File: config.mk
export PLATFORM = sky130hd
export DESIGN_NAME = vga_timing_pattern_gen
export DESIGN_NICKNAME = d
export VERILOG_FILES = /design/src/rtl/vga_pkg.sv /design/src/rtl/vga_sync_counter.sv /design/src/rtl/vga_timing_pattern_gen.sv
export SDC_FILE = /design/constraint.sdc
export NUM_CORES = 1
export LEC_CHECK = 0
export ABC_AREA = 1
export CAP_MARGIN = 20
export CORE_ASPECT_RATIO = 1.4
export CORE_UTILIZATION = 54
export CTS_CLUSTER_DIAMETER = 200
export DETAILED_ROUTE_END_ITERATION = 7
export GPL_ROUTABILITY_DRIVEN = 0
export PLACE_DENSITY = 0.79
export SLEW_MARGIN = 20
export SYNTH_ARGS = -nofsm -noshare
export SYNTH_HDL_FRONTEND = slang
export SYNTH_SLANG_ARGS = --single-unit
export TNS_END_PERCENT = 100
File: constraint.sdc
create_clock -name CLK -period 5.37 [get_ports CLK]
set_input_delay 0.8055 -clock CLK [delete_from_list [all_inputs] [get_ports CLK]]
set_output_delay 0.8055 -clock CLK [all_outputs]
set_load 0.1 [all_outputs]
File: src/rtl/vga_pkg.sv
// Shared VGA definitions: default 640x480@60 timing,
// pattern mode encodings and the colour-bar table.
package vga_pkg;

  localparam int DEF_H_ACTIVE = 640;
  localparam int DEF_H_FP = 16;
  localparam int DEF_H_SYNC = 96;
  localparam int DEF_H_BP = 48;
  localparam int DEF_V_ACTIVE = 480;
  localparam int DEF_V_FP = 10;
  localparam int DEF_V_SYNC = 2;
  localparam int DEF_V_BP = 33;
  localparam int DEF_COLOR_W = 3;
  localparam int DEF_SYNC_ACT_LOW = 1;
  localparam int DEF_CHECK_LOG2 = 5;
  localparam int DEF_GRAD_SHIFT = 6;

  typedef enum logic [2:0] {
    MODE_BLACK    = 3'd0,
    MODE_RED      = 3'd1,
    MODE_GREEN    = 3'd2,
    MODE_BLUE     = 3'd3,
    MODE_CHECKER  = 3'd4,
    MODE_BARS     = 3'd5,
    MODE_GRADIENT = 3'd6,
    MODE_BORDER   = 3'd7
  } mode_e;

  // {r,g,b} on/off mask for each bar, left to right
  function automatic logic [2:0] bar_mask(
    input logic [2:0] idx
  );
    logic [2:0] m;
    case (idx)
      3'd0: m = 3'b111;
      3'd1: m = 3'b110;
      3'd2: m = 3'b011;
      3'd3: m = 3'b010;
      3'd4: m = 3'b101;
      3'd5: m = 3'b100;
      3'd6: m = 3'b001;
      default: m = 3'b000;
    endcase
    return m;
  endfunction

endpackage

File: src/rtl/vga_sync_counter.sv
// Column/row raster counters with sync and visible decode.
// Decode outputs are combinational views of the counters.
module vga_sync_counter
  import vga_pkg::*;
#(
  parameter int H_ACTIVE = DEF_H_ACTIVE,
  parameter int H_FP = DEF_H_FP,
  parameter int H_SYNC = DEF_H_SYNC,
  parameter int H_BP = DEF_H_BP,
  parameter int V_ACTIVE = DEF_V_ACTIVE,
  parameter int V_FP = DEF_V_FP,
  parameter int V_SYNC = DEF_V_SYNC,
  parameter int V_BP = DEF_V_BP,
  localparam int H_TOTAL =
    H_ACTIVE + H_FP + H_SYNC + H_BP,
  localparam int V_TOTAL =
    V_ACTIVE + V_FP + V_SYNC + V_BP,
  localparam int COL_W = $clog2(H_TOTAL),
  localparam int ROW_W = $clog2(V_TOTAL)
) (
  input  logic             clk,
  input  logic             rst,
  output logic [COL_W-1:0] col,
  output logic [ROW_W-1:0] row,
  output logic             hsync,
  output logic             vsync,
  output logic             active,
  output logic             frame_start
);

  localparam logic [COL_W-1:0] H_LAST =
    COL_W'(H_TOTAL - 1);
  localparam logic [ROW_W-1:0] V_LAST =
    ROW_W'(V_TOTAL - 1);

  localparam int HS_START = H_ACTIVE + H_FP;
  localparam int HS_END = HS_START + H_SYNC;
  localparam int VS_START = V_ACTIVE + V_FP;
  localparam int VS_END = VS_START + V_SYNC;

  always_ff @(posedge clk) begin
    if (rst) begin
      col <= '0;
      row <= '0;
    end else if (col == H_LAST) begin
      col <= '0;
      if (row == V_LAST)
        row <= '0;
      else
        row <= row + 1'b1;
    end else begin
      col <= col + 1'b1;
    end
  end

  // Compare as int so a sync edge at H_TOTAL cannot wrap
  always_comb begin
    hsync = (int'(col) >= HS_START) &&
            (int'(col) < HS_END);
    vsync = (int'(row) >= VS_START) &&
            (int'(row) < VS_END);
    active = (int'(col) < H_ACTIVE) &&
             (int'(row) < V_ACTIVE);
    frame_start = (col == '0) && (row == '0);
  end

endmodule

File: src/rtl/vga_timing_pattern_gen.sv
// VGA timing plus eight frame-synchronous test patterns.
// Sync, colour and position leave on one register stage.
module vga_timing_pattern_gen
  import vga_pkg::*;
#(
  parameter int H_ACTIVE = DEF_H_ACTIVE,
  parameter int H_FP = DEF_H_FP,
  parameter int H_SYNC = DEF_H_SYNC,
  parameter int H_BP = DEF_H_BP,
  parameter int V_ACTIVE = DEF_V_ACTIVE,
  parameter int V_FP = DEF_V_FP,
  parameter int V_SYNC = DEF_V_SYNC,
  parameter int V_BP = DEF_V_BP,
  parameter int COLOR_W = DEF_COLOR_W,
  parameter int SYNC_ACT_LOW = DEF_SYNC_ACT_LOW,
  parameter int CHECK_LOG2 = DEF_CHECK_LOG2,
  parameter int GRAD_SHIFT = DEF_GRAD_SHIFT,
  localparam int H_TOTAL =
    H_ACTIVE + H_FP + H_SYNC + H_BP,
  localparam int V_TOTAL =
    V_ACTIVE + V_FP + V_SYNC + V_BP,
  localparam int COL_W = $clog2(H_TOTAL),
  localparam int ROW_W = $clog2(V_TOTAL)
) (
  input  logic               CLK,
  input  logic               RST,
  input  logic [2:0]         i_Mode,
  output logic               o_HSync,
  output logic               o_VSync,
  output logic               o_Active,
  output logic               o_Frame_Start,
  output logic [COL_W-1:0]   o_Col,
  output logic [ROW_W-1:0]   o_Row,
  output logic [COLOR_W-1:0] o_Red,
  output logic [COLOR_W-1:0] o_Green,
  output logic [COLOR_W-1:0] o_Blue
);

  localparam logic SYNC_IDLE = (SYNC_ACT_LOW != 0);
  localparam int BAR_W = H_ACTIVE / 8;
  localparam int FULL_I = (2 ** COLOR_W) - 1;
  localparam logic [COLOR_W-1:0] FULL = '1;

  logic [COL_W-1:0] s0_col;
  logic [ROW_W-1:0] s0_row;
  logic s0_hs;
  logic s0_vs;
  logic s0_act;
  logic s0_fs;

  vga_sync_counter #(
    .H_ACTIVE (H_ACTIVE),
    .H_FP     (H_FP),
    .H_SYNC   (H_SYNC),
    .H_BP     (H_BP),
    .V_ACTIVE (V_ACTIVE),
    .V_FP     (V_FP),
    .V_SYNC   (V_SYNC),
    .V_BP     (V_BP)
  ) u_sync (
    .clk         (CLK),
    .rst         (RST),
    .col         (s0_col),
    .row         (s0_row),
    .hsync       (s0_hs),
    .vsync       (s0_vs),
    .active      (s0_act),
    .frame_start (s0_fs)
  );

  mode_e r_mode;
  mode_e eff_mode;

  // Pixel (0,0) already uses the mode being latched
  assign eff_mode =
    s0_fs ? mode_e'(i_Mode) : r_mode;

  always_ff @(posedge CLK) begin
    if (RST)
      r_mode <= MODE_BLACK;
    else if (s0_fs)
      r_mode <= mode_e'(i_Mode);
  end

  logic [COLOR_W-1:0] pix_r;
  logic [COLOR_W-1:0] pix_g;
  logic [COLOR_W-1:0] pix_b;
  logic [2:0] bar_idx;
  logic [2:0] bar_rgb;
  logic [COL_W-1:0] grad_raw;
  logic [COLOR_W-1:0] grey;
  logic tile;
  logic edge_px;

  always_comb begin
    bar_idx = '0;
    for (int k = 1; k < 8; k++)
      if (int'(s0_col) >= k * BAR_W)
        bar_idx = bar_idx + 3'd1;
    bar_rgb = bar_mask(bar_idx);

    grad_raw = s0_col >> GRAD_SHIFT;
    if (int'(grad_raw) > FULL_I)
      grey = FULL;
    else
      grey = COLOR_W'(grad_raw);

    tile = s0_col[CHECK_LOG2] ^ s0_row[CHECK_LOG2];
    edge_px = (s0_col == '0) ||
              (int'(s0_col) == H_ACTIVE - 1) ||
              (s0_row == '0) ||
              (int'(s0_row) == V_ACTIVE - 1);

    pix_r = '0;
    pix_g = '0;
    pix_b = '0;
    if (s0_act) begin
      unique case (eff_mode)
        MODE_BLACK: ;
        MODE_RED: pix_r = FULL;
        MODE_GREEN: pix_g = FULL;
        MODE_BLUE: pix_b = FULL;
        MODE_CHECKER: begin
          pix_r = {COLOR_W{tile}};
          pix_g = {COLOR_W{tile}};
          pix_b = {COLOR_W{tile}};
        end
        MODE_BARS: begin
          pix_r = {COLOR_W{bar_rgb[2]}};
          pix_g = {COLOR_W{bar_rgb[1]}};
          pix_b = {COLOR_W{bar_rgb[0]}};
        end
        MODE_GRADIENT: begin
          pix_r = grey;
          pix_g = grey;
          pix_b = grey;
        end
        MODE_BORDER: begin
          pix_r = {COLOR_W{edge_px}};
          pix_g = {COLOR_W{edge_px}};
          pix_b = {COLOR_W{edge_px}};
        end
      endcase
    end
  end

  always_ff @(posedge CLK) begin
    if (RST) begin
      o_HSync <= SYNC_IDLE;
      o_VSync <= SYNC_IDLE;
      o_Active <= 1'b0;
      o_Frame_Start <= 1'b0;
      o_Col <= '0;
      o_Row <= '0;
      o_Red <= '0;
      o_Green <= '0;
      o_Blue <= '0;
    end else begin
      o_HSync <= s0_hs ^ SYNC_IDLE;
      o_VSync <= s0_vs ^ SYNC_IDLE;
      o_Active <= s0_act;
      o_Frame_Start <= s0_fs;
      o_Col <= s0_col;
      o_Row <= s0_row;
      o_Red <= pix_r;
      o_Green <= pix_g;
      o_Blue <= pix_b;
    end
  end

endmodule

==> results of run 1 <==
[metrics by stage]
step	instance area (µm²)	utilization	power (mW)	std cells
2_1_floorplan	2790	-	0.583	395
3_3_place_gp	3220	0.654	0.617	491
3_5_place_dp	3220	0.654	0.619	491
4_1_cts	3300	0.672	0.843	499
5_1_grt	3300	0.672	0.875	499
6_report	3300	0.672	0.836	499
[worst paths after layout]
path	startpoint	end	slack, ns	cells past startpoint
worst max-delay path	u_sync.col[7]$_SDFF_PP0_	o_Green[2]$_SDFF_PP0_	0.92	27
worst min-delay path	u_sync.col[0]$_SDFF_PP0_	u_sync.col[0]$_SDFF_PP0_	0.45	1
worst max register to register	u_sync.col[7]$_SDFF_PP0_	o_Green[2]$_SDFF_PP0_	0.92	27
worst min register to register	u_sync.col[0]$_SDFF_PP0_	u_sync.col[0]$_SDFF_PP0_	0.45	1
[routing by layer]
metal	GRT usage	wire, µm
met2	0.464	3230
met3	0.0484	164
met4	0.123	199
met1	0.213	2260
met5	0	0
[power by group through the flow]
stage,Combinational (mW),Sequential [mW],Clock [mW]
finish,0.175,0.435,0.227
global placement,0.173,0.444,0
floorplan,0.0610,0.522,0
global route,0.186,0.436,0.253
detailed placement,0.175,0.445,0
CTS,0.175,0.435,0.233
[worst max-delay path, stage by stage (launching register included)]
cell and delay (ns):
dfxtp_1 0.51, inv_1 0.17, o21ai_0 0.30, inv_1 0.08, ha_1 0.33, inv_1 0.06, nand2_1 0.12, nand2_1 0.07
ha_1 0.28, or2_0 0.23, and2_1 0.17, ha_1 0.26, nand2_1 0.08, nand2_1 0.06, ha_1 0.26, or2_2 0.30
and2_1 0.16, ha_1 0.17, inv_1 0.06, nor2_1 0.04, o21ai_1 0.10, nand2_1 0.08, nand2_1 0.08, nand3_1 0.07
nand3_1 0.10, nand2_1 0.09, nor2_1 0.09, nor2_1 0.04
[registers in the layout, summed over array words and instances (netlist names)]
register	flops
o_VSync	1
o_HSync	1
u_sync.row	10
r_mode	3
o_Col	10
o_Red	3
u_sync.col	10
o_Frame_Start	1
o_Active	1
o_Row	10
o_Green	3
o_Blue	3
[cell families after synthesis]
kind of cell / Yosys count / synth area share
adders and majority gates: 11 / 0.0493
buffers and inverters: 69 / 0.0960
DFF: 56 / 0.402
AOI/OAI and AO/OA: 24 / 0.0489
and+or+nand+nor: 230 / 0.388
xor gates and xnor gates: 5 / 0.0157
[synth_stat cells, drive strengths merged]
cell type / instances / area share
nor3: 7 / 0.014
nor2: 88 / 0.13
nand4: 8 / 0.020
or2: 3 / 0.0067
and2: 4 / 0.0090
a211oi: 1 / 0.0027
o2111ai: 1 / 0.0031
buf: 2 / 0.0058
xor2: 4 / 0.013
dfxtp: 56 / 0.40
and3: 1 / 0.0022
nor3b: 2 / 0.0054
nand2: 75 / 0.12
xnor2: 1 / 0.0031
o21ai: 12 / 0.023
a21oi: 8 / 0.016
nand3: 40 / 0.075
clkbuf: 4 / 0.0054
inv: 63 / 0.085
nor4: 2 / 0.0045
o22ai: 2 / 0.0045
ha: 11 / 0.049
[layout make-up]
type	count	area share
clock buffers	6	0.0220
repair buffers	38	0.114
well taps	64	0.0242
multi-input cells	270	0.424
inverters	63	0.0716
clock inverters	2	0.00417
flip-flops and latches	56	0.339
==> impl_results.md, run 1 <==
- LEAKAGE: 1.61 nW
- Post-CTS Hold Buffers: 0
- Logic pwr share: 0.209
- Mean routed wirelength per cell: 11.7 µm
- Hold Slack: 0.453 ns
- Register Area: about 1100 µm²
- Finish-stage setup viols: 0
- Max-cap violations: 0
- CTS tree: done
- Max Clk Rate: 225 MHz
- First-pass GRT wire length: just under 10,000 µm
- IO Port Bufs: 37
- Status: finished, final reports clean
- # IOs: 38
- RSZ-0062 raised after global routing: no
- Clock Latency Late Sink: 0.31 ns
- Detailed Routing Iterations Pass 1: 4
- Final Hold Fails: 0
- Area taken by multi-input logic gates: 1400 µm²
- H-Tree Depth: 2
- Relative slew slack: 0.349
- Switching power: 0.270 mW
- Syn nets: 411
- HP Class: flip-flop to flip-flop
- Post-CTS Resized: 0
- Post-layout worst setup margin: 0.919 ns
- Largest net degree at the start of global routing: 29
- Sequential share of power: 0.520
- Total GRT Usage: 0.231
- Count of cell types in the netlist: 35
- Antenna diodes: 0
- Row Count: 30
- Setup CP Type: flip-flop to flip-flop
- Peak supply drop: 0.189 mV
- Synthesized cell area: 2790 µm²
- Clock sink count: 56
- Nets: 450
- Fillers: about 440
- Nature of the critical path endpoint: flip-flop
- PwrDens: around 250 nW/µm²
- Switching Fraction: 0.323
- Critical path peak fanout: 7
- Vias/cell: slightly above 5
- Initial antenna violation count: 0
- Clock tree buffer depth: 2
- Detailed placement HPWL: 4670 µm
- Synth-to-layout area growth: 18.4%
- Most common cell after layout, fill and taps aside: nor2_1
- Tmin final: approximately 4.5 ns
- Die W: 62.8 µm
- Die Ht: roughly 87 µm
- Critical Path RT: 5.58 ns
- Slew of the pin with the lowest slew margin: 0.974 ns
- Syn_area_per_cell: 7.06 µm²
- Worst Setup Start Kind: flip-flop
- Total gr overflow: 0
- Clock root cell: clkbuf_8
- Vias in the first global route: around 2,400
- Seq/Total Area, Yosys: 0.402
- Proportion of layout cells with a drive suffix above 1: 0.110
- Post-DRT Antenna Nets: 0
- Drt drc: 0
- Core Region: a little under 5000 µm²
- Starting DRC count in detailed routing: 86
- Final Skew: roughly 0.0084 ns
- Post-Synthesis Cells: between 300 and 400
- Pre-CTS setup slack: 0.940 ns
- Detailed-route via count: 2,550
- Yosys warns: 0
- Pint: 0.566 mW
- Clock slew at reported path FFs: approximately 0.1 ns
- Setup_tns: 0 ns
- Commonest cells after routing, fill and taps aside: nor2_1 (80), nand2_1 (60), dfxtp_1 (56)
- Final Max Slew Viols: 0
- Tcrit/Tclk final: 0.829
- Setup Buffers After CTS: 0
- Initial Util: 0.567
- Clock power share: 0.271
- CP arrival: 4.66 ns
- Die outline area: approximately 5500 µm²
- DRT Wirelength: 5850 µm
- TritonCTS buffer count: 5
- Post-synthesis register bit count: 56
(Power assumes the default switching activity.)
==> run 2: changes to the inputs <==
==> constraint.sdc (replaced) <==
create_clock -name CLK -period 4.64 [get_ports CLK]
set_input_delay 0.696 -clock CLK [delete_from_list [all_inputs] [get_ports CLK]]
set_output_delay 0.696 -clock CLK [all_outputs]
set_load 0.1 [all_outputs]
==> run 2 against run 1 <==
Compared with the run above: register-to-register slack lost 0.59 ns; sequential share of layout area shrank 0.13 points; non-clock buffer count grew 1; combinational power grew 15%; critical endpoint unchanged.
==> impl_results.md, run 2 (synthesis results as in run 1) <==
- TritonCTS buffer count: 5 (unchanged)
- Vias in the first global route: 2,388 (-2.4%)
- Reg2Reg Depth: 27 (unchanged)
- Max Clk Rate: 232 MHz (+3.2%)
- Die W: 62.8 µm (unchanged)
- Core Region: 4920 µm² (unchanged)
- Delay-heaviest family, CP: simple AND/OR/NAND/NOR gates
- Core Util, Final: 0.676 (+0.00407)
- Nature of the critical path endpoint: flip-flop
- RSZ-0062 raised after global routing: no
- Clock slew at reported path FFs: 0.10 ns (about the same)
- Tcrit/Tclk final: 0.929 (+0.100)
- HP Class: flip-flop to flip-flop
- Vias/cell: 5.06 (-0.90%)
- Detailed-route via count: 2,532 (-0.71%)
- Critical Path RT: 4.85 ns (-0.73 ns)
- Slew of the pin with the lowest slew margin: 0.974 ns (+0.000381 ns)
- Peak supply drop: 0.192 mV (+1.8%)
- Relative slew slack: 0.348 (about the same)
- Most used cell, CP: nand2_1
- Most common cell after layout, fill and taps aside: nor2_1
- Clock root cell: clkbuf_8
- IO Port Bufs: 37 (unchanged)
- # IOs: 38 (unchanged)
- CP max-delay cell: dfxtp_1
- Synth-to-layout area growth: 19.1%
- Tmin final: 4.31 ns (-0.139 ns)
- Hold Path Cell Cnt: 1 (unchanged)
- Initial Util: 0.567 (unchanged)
- Largest net degree at the start of global routing: 29 (unchanged)
- LEAKAGE: 1.62 nW (+0.74%)
- Clock Latency Late Sink: 0.31 ns (about the same)
- Total power: 0.981 mW (+17%)
- Final Max Slew Viols: 0 (unchanged)
- Commonest cells after routing, fill and taps aside: nor2_1 (80), nand2_1 (60), inv_1 (54), dfxtp_1 (54), nand3_1 (38)
- Total gr overflow: 0 (unchanged)
- Worst Setup Start Kind: flip-flop
- Die outline area: 5460 µm² (unchanged)
- Proportion of layout cells with a drive suffix above 1: 0.119 (+0.00892)
- CP arrival: 4.53 ns (-0.13 ns)
- Die Ht: 87.1 µm (unchanged)
- Nets: 451 (+0.22%)
- Finish-stage setup viols: 0 (unchanged)
- Drt drc: 0 (unchanged)
- Antenna diodes: 0 (unchanged)
- Final Hold Fails: 0 (unchanged)
- Delay of the slowest cell on the worst path: 0.48 ns (-0.03 ns)
- Critical path buffers and inverters: 3 (-1)
- Post-CTS Hold Buffers: 0 (unchanged)
- Row Count: 30 (unchanged)
- Final Skew: 0.0105 ns (+0.00218 ns)
- Setup CP Type: flip-flop to flip-flop
- Post-DRT Antenna Nets: 0 (unchanged)
- Clock sink count: 56 (unchanged)
- Detailed placement HPWL: 4650 µm (-0.46%)
- Detailed Routing Iterations Pass 1: 4 (unchanged)
- CTS tree: done
- Max-cap violations: 0 (unchanged)
- H-Tree Depth: 2 (unchanged)
- Clock tree buffer depth: 2 (unchanged)
- CP Depth: 27 (unchanged)
- Starting DRC count in detailed routing: 137 (+59%)
- PwrDens: 295 nW/µm² (+17%)
- Critical path peak fanout: 7 (unchanged)
- Setup_tns: 0 ns (unchanged)
- Status: finished, final reports clean
- Initial antenna violation count: 0 (unchanged)
- DRT Wirelength: 5850 µm (about the same)
- Total GRT Usage: 0.226 (-0.00446)
- First-pass GRT wire length: 9830 µm (-0.77%)
- Mean routed wirelength per cell: 11.7 µm (-0.18%)
[run 2: cell count changes in the layout (fill, tap and decap cells not counted), sizes merged]
cell / delta
buf: +1
[run 2: through the flow]
| step | hold slack [ns] | std cells | setup slack, ns | instance area (µm²) |
|---|---|---|---|---|
| floorplan | 0.417 | 395 | 0.600 | 2790 |
| global placement | 0.427 | 492 | 0.410 | 3220 |
| detailed placement | 0.441 | 492 | 0.237 | 3220 |
| CTS | 0.462 | 500 | 0.223 | 3320 |
| global route | 0.476 | 500 | 0.00492 | 3320 |
| finish | 0.459 | 500 | 0.328 | 3320 |
[run 2: layout make-up]
| class | count | area [µm²] |
|---|---|---|
| Clock inverter | 2 | 13.8 |
| Multi-Input combinational cell | 270 | 1400 |
| Tap cell | 64 | 80.1 |
| Sequential cell | 56 | 1120 |
| Fill cell | 432 | 1590 |
| Clock buffer | 6 | 82.6 |
| Inverter | 63 | 236 |
| Timing Repair Buffer | 39 | 385 |
[run 2: routing by layer]
layer | track usage | vias up | part of all wire
li1 | - | 1314 | -
met1 | 0.222 | 1153 | 0.40
met2 | 0.463 | 52 | 0.56
met3 | 0.0366 | 13 | 0.026
met4 | 0.0867 | 0 | 0.019
met5 | 0 | - | 0
[run 2: worst paths after layout]
check                            from                       end  slack (ns)
max          u_sync.col[5]$_SDFF_PP0_     o_Green[2]$_SDFF_PP0_        0.33
min          u_sync.col[0]$_SDFF_PP0_  u_sync.col[0]$_SDFF_PP0_        0.46
max reg2reg  u_sync.col[5]$_SDFF_PP0_     o_Green[2]$_SDFF_PP0_        0.33
min reg2reg  u_sync.col[0]$_SDFF_PP0_  u_sync.col[0]$_SDFF_PP0_        0.46
[run 2: power breakdown]
part / internal [mW] / leakage (nW) / switching (mW)
sequential: 0.497 / 0.455 / 0.00542
clock: 0.122 / 0.0516 / 0.154
combinational: 0.0498 / 1.11 / 0.153
total: 0.669 / 1.62 / 0.312
[run 2: what timing repair did]
item | 4_1_cts | 5_1_grt
setup buffers | 0 | 0
endpoints found under the setup margin | 0 | 3
gates resized for setup | 0 | 3
[run 2: worst register-to-register path, cell delays in order, from the launching register on]
cell	delay [ns]
dfxtp_1	0.48
nor2_1	0.10
o21ai_0	0.25
inv_1	0.08
ha_1	0.33
inv_1	0.06
nand2_1	0.11
nand2_1	0.07
ha_1	0.28
or2_0	0.24
and2_1	0.17
ha_1	0.26
nand2_1	0.09
nand2_1	0.06
ha_1	0.27
or2_2	0.30
and2_1	0.16
ha_1	0.17
inv_1	0.06
nor2_1	0.04
o21ai_1	0.10
nand3_1	0.11
nand2_1	0.08
nand2_1	0.04
nand3_1	0.08
nand2_1	0.08
nor2_1	0.10
nor2_1	0.05
==> run 3: changes to the inputs <==
==> constraint.sdc (replaced) <==
create_clock -name CLK -period 4.9 [get_ports CLK]
set_input_delay 0.735 -clock CLK [delete_from_list [all_inputs] [get_ports CLK]]
set_output_delay 0.735 -clock CLK [all_outputs]
set_load 0.1 [all_outputs]
==> run 3 against run 2 <==
Compared with the run above: total power fell by 5.5%; first-iteration DRC count fell by 26%; design area fell by 0.30%; sequential power fell by 5.4%; core utilization fell by 0.20 points; critical endpoint unchanged; non-clock buffer count fell by 1; via count rose by 1.4%; maximum frequency fell by 3.5%; clock power fell by 6%; die area did not move; hold slack got worse by 0.0020 ns; global-route usage rose by 0.25 points.
==> impl_results.md, run 3 (synthesis results as in run 1) <==
- Mean routed wirelength per cell: 11.8 µm (+0.71%)
- CP max-delay cell: dfxtp_1
- Commonest cells after routing, fill and taps aside: nor2_1 (80), nand2_1 (60), dfxtp_1 (56)
- Clock power share: 0.281 (about the same)
- Detailed placement HPWL: 4660 µm (+0.16%)
- TritonCTS buffer count: 5 (unchanged)
- Die Ht: 87.1 µm (unchanged)
- Most used cell, CP: nand2_1
- Core Region: 4920 µm² (unchanged)
- Critical Path RT: 5.11 ns (+0.26 ns)
- Row Count: 30 (unchanged)
- Max-cap violations: 0 (unchanged)
- Reg2reg setup slack: 0.43 ns (+0.10 ns)
- Post-layout worst setup margin: 0.431 ns (+0.102 ns)
- Setup CP Type: flip-flop to flip-flop
- First-pass GRT wire length: 9920 µm (+0.92%)
- Delay of the slowest cell on the worst path: 0.52 ns (+0.04 ns)
- # IOs: 38 (unchanged)
- Switching power: 0.294 mW (-5.8%)
- Max Clk Rate: 224 MHz (-3.5%)
- Antenna diodes: 0 (unchanged)
- Placed cells: 491 (-0.20%)
- Nature of the critical path endpoint: flip-flop
- DP Area: 3220 µm² (-0.23%)
- Drt drc: 0 (unchanged)
- Tcrit/Tclk final: 0.912 (-0.0172)
- Logic pwr share: 0.206 (about the same)
- Post-CTS Hold Buffers: 0 (unchanged)
- Final Max Slew Viols: 0 (unchanged)
- Final Hold Fails: 0 (unchanged)
- Nets: 450 (-0.22%)
- PwrDens: 280 nW/µm² (-5.2%)
- Proportion of layout cells with a drive suffix above 1: 0.113 (-0.00662)
- Die W: 62.8 µm (unchanged)
- Clock sink count: 56 (unchanged)
- Pint: 0.634 mW (-5.3%)
- Clock root cell: clkbuf_8
- Detailed-route via count: 2,568 (+1.4%)
- Vias/cell: 5.15 (+1.6%)
- H-Tree Depth: 2 (unchanged)
- Die outline area: 5460 µm² (unchanged)
- Final Skew: 0.00987 ns (-0.000679 ns)
- Clock slew at reported path FFs: 0.10 ns (about the same)
- IO Port Bufs: 37 (unchanged)
- Vias in the first global route: 2,433 (+1.9%)
- Most common cell after layout, fill and taps aside: nor2_1
- Status: finished, final reports clean
- Synth-to-layout area growth: 18.7%
- Delay-heaviest family, CP: simple AND/OR/NAND/NOR gates
- Initial Util: 0.567 (unchanged)
- Worst Setup Start Kind: flip-flop
- Relative slew slack: 0.345 (-0.00365)
- Total gr overflow: 0 (unchanged)
- HP Class: flip-flop to flip-flop
- CTS tree: done
- LEAKAGE: 1.61 nW (-0.37%)
- RSZ-0062 raised after global routing: no
- Starting DRC count in detailed routing: 101 (-26%)
- CP arrival: 4.68 ns (+0.15 ns)
- Initial antenna violation count: 0 (unchanged)
- Detailed Routing Iterations Pass 1: 5 (+1)
- Setup Buffers After CTS: 0 (unchanged)
- Total GRT Usage: 0.229 (+0.00251)
- Finished Cell Area: 3310 µm² (-0.30%)
- Post-DRT Antenna Nets: 0 (unchanged)
- Setup_tns: 0 ns (unchanged)
- Clock Latency Late Sink: 0.31 ns (about the same)
- Post-route insts no fill: 499 (-0.20%)
- Pre-CTS setup slack: 0.453 ns (+0.216 ns)
- Largest net degree at the start of global routing: 29 (unchanged)
- Critical path peak fanout: 7 (unchanged)
- Clock tree buffer depth: 2 (unchanged)
- Switching Fraction: 0.317 (-0.00110)
- Peak supply drop: 0.218 mV (+13%)
- Slew of the pin with the lowest slew margin: 0.980 ns (+0.00546 ns)
- Tmin final: 4.47 ns (+0.158 ns)
- Post-CTS Resized: 0 (unchanged)
- DRT Wirelength: 5880 µm (+0.51%)
- Critical path buffers and inverters: 4 (+1)
- Sequential share of power: 0.513 (about the same)
- Finish-stage setup viols: 0 (unchanged)
run 3: cell count changes in the layout (fill, tap and decap cells not counted):
cell	change
o21ai_1	-1
dfxtp_2	-2
dfxtp_1	+2
o21ai_0	+1
buf_4	-1
run 3: per-layer routing:
metal,track usage,share of wire,up-vias
met5,0,0,-
met4,0.114,0.032,0
met3,0.0380,0.029,18
met2,0.464,0.55,57
met1,0.217,0.39,1179
li1,-,-,1314
run 3: final cells by class:
class,count,area [µm²]
clock buffer,6,82.6
clock inverter,2,13.8
fill,460,1600
inverter,63,236
multi-input combinational,270,1400
sequential,56,1120
tap,64,80.1
timing repair buffer,38,378
run 3: final timing paths:
check,start,endpoint,cells after the start
worst max-delay path,u_sync.col[7]$_SDFF_PP0_,o_Green[2]$_SDFF_PP0_,27
worst max register to register,u_sync.col[7]$_SDFF_PP0_,o_Green[2]$_SDFF_PP0_,27
worst min-delay path,u_sync.col[0]$_SDFF_PP0_,u_sync.col[0]$_SDFF_PP0_,1
worst min register to register,u_sync.col[0]$_SDFF_PP0_,u_sync.col[0]$_SDFF_PP0_,1
run 3: metrics by stage:
step / power [mW] / hold slack (ns) / utilization
CTS: 0.936 / 0.462 / 0.674
finish: 0.928 / 0.457 / 0.674
global route: 0.968 / 0.475 / 0.674
floorplan: 0.639 / 0.417 / -
detailed placement: 0.679 / 0.445 / 0.654
global placement: 0.676 / 0.427 / 0.654
run 3: power by group through the flow:
stage	logic (mW)	registers [mW]	clock network [mW]
final	0.191	0.476	0.260
after global routing	0.203	0.478	0.287
after CTS	0.192	0.477	0.267
after detailed placement	0.191	0.487	0
after global placement	0.190	0.486	0
after floorplan	0.0668	0.572	0
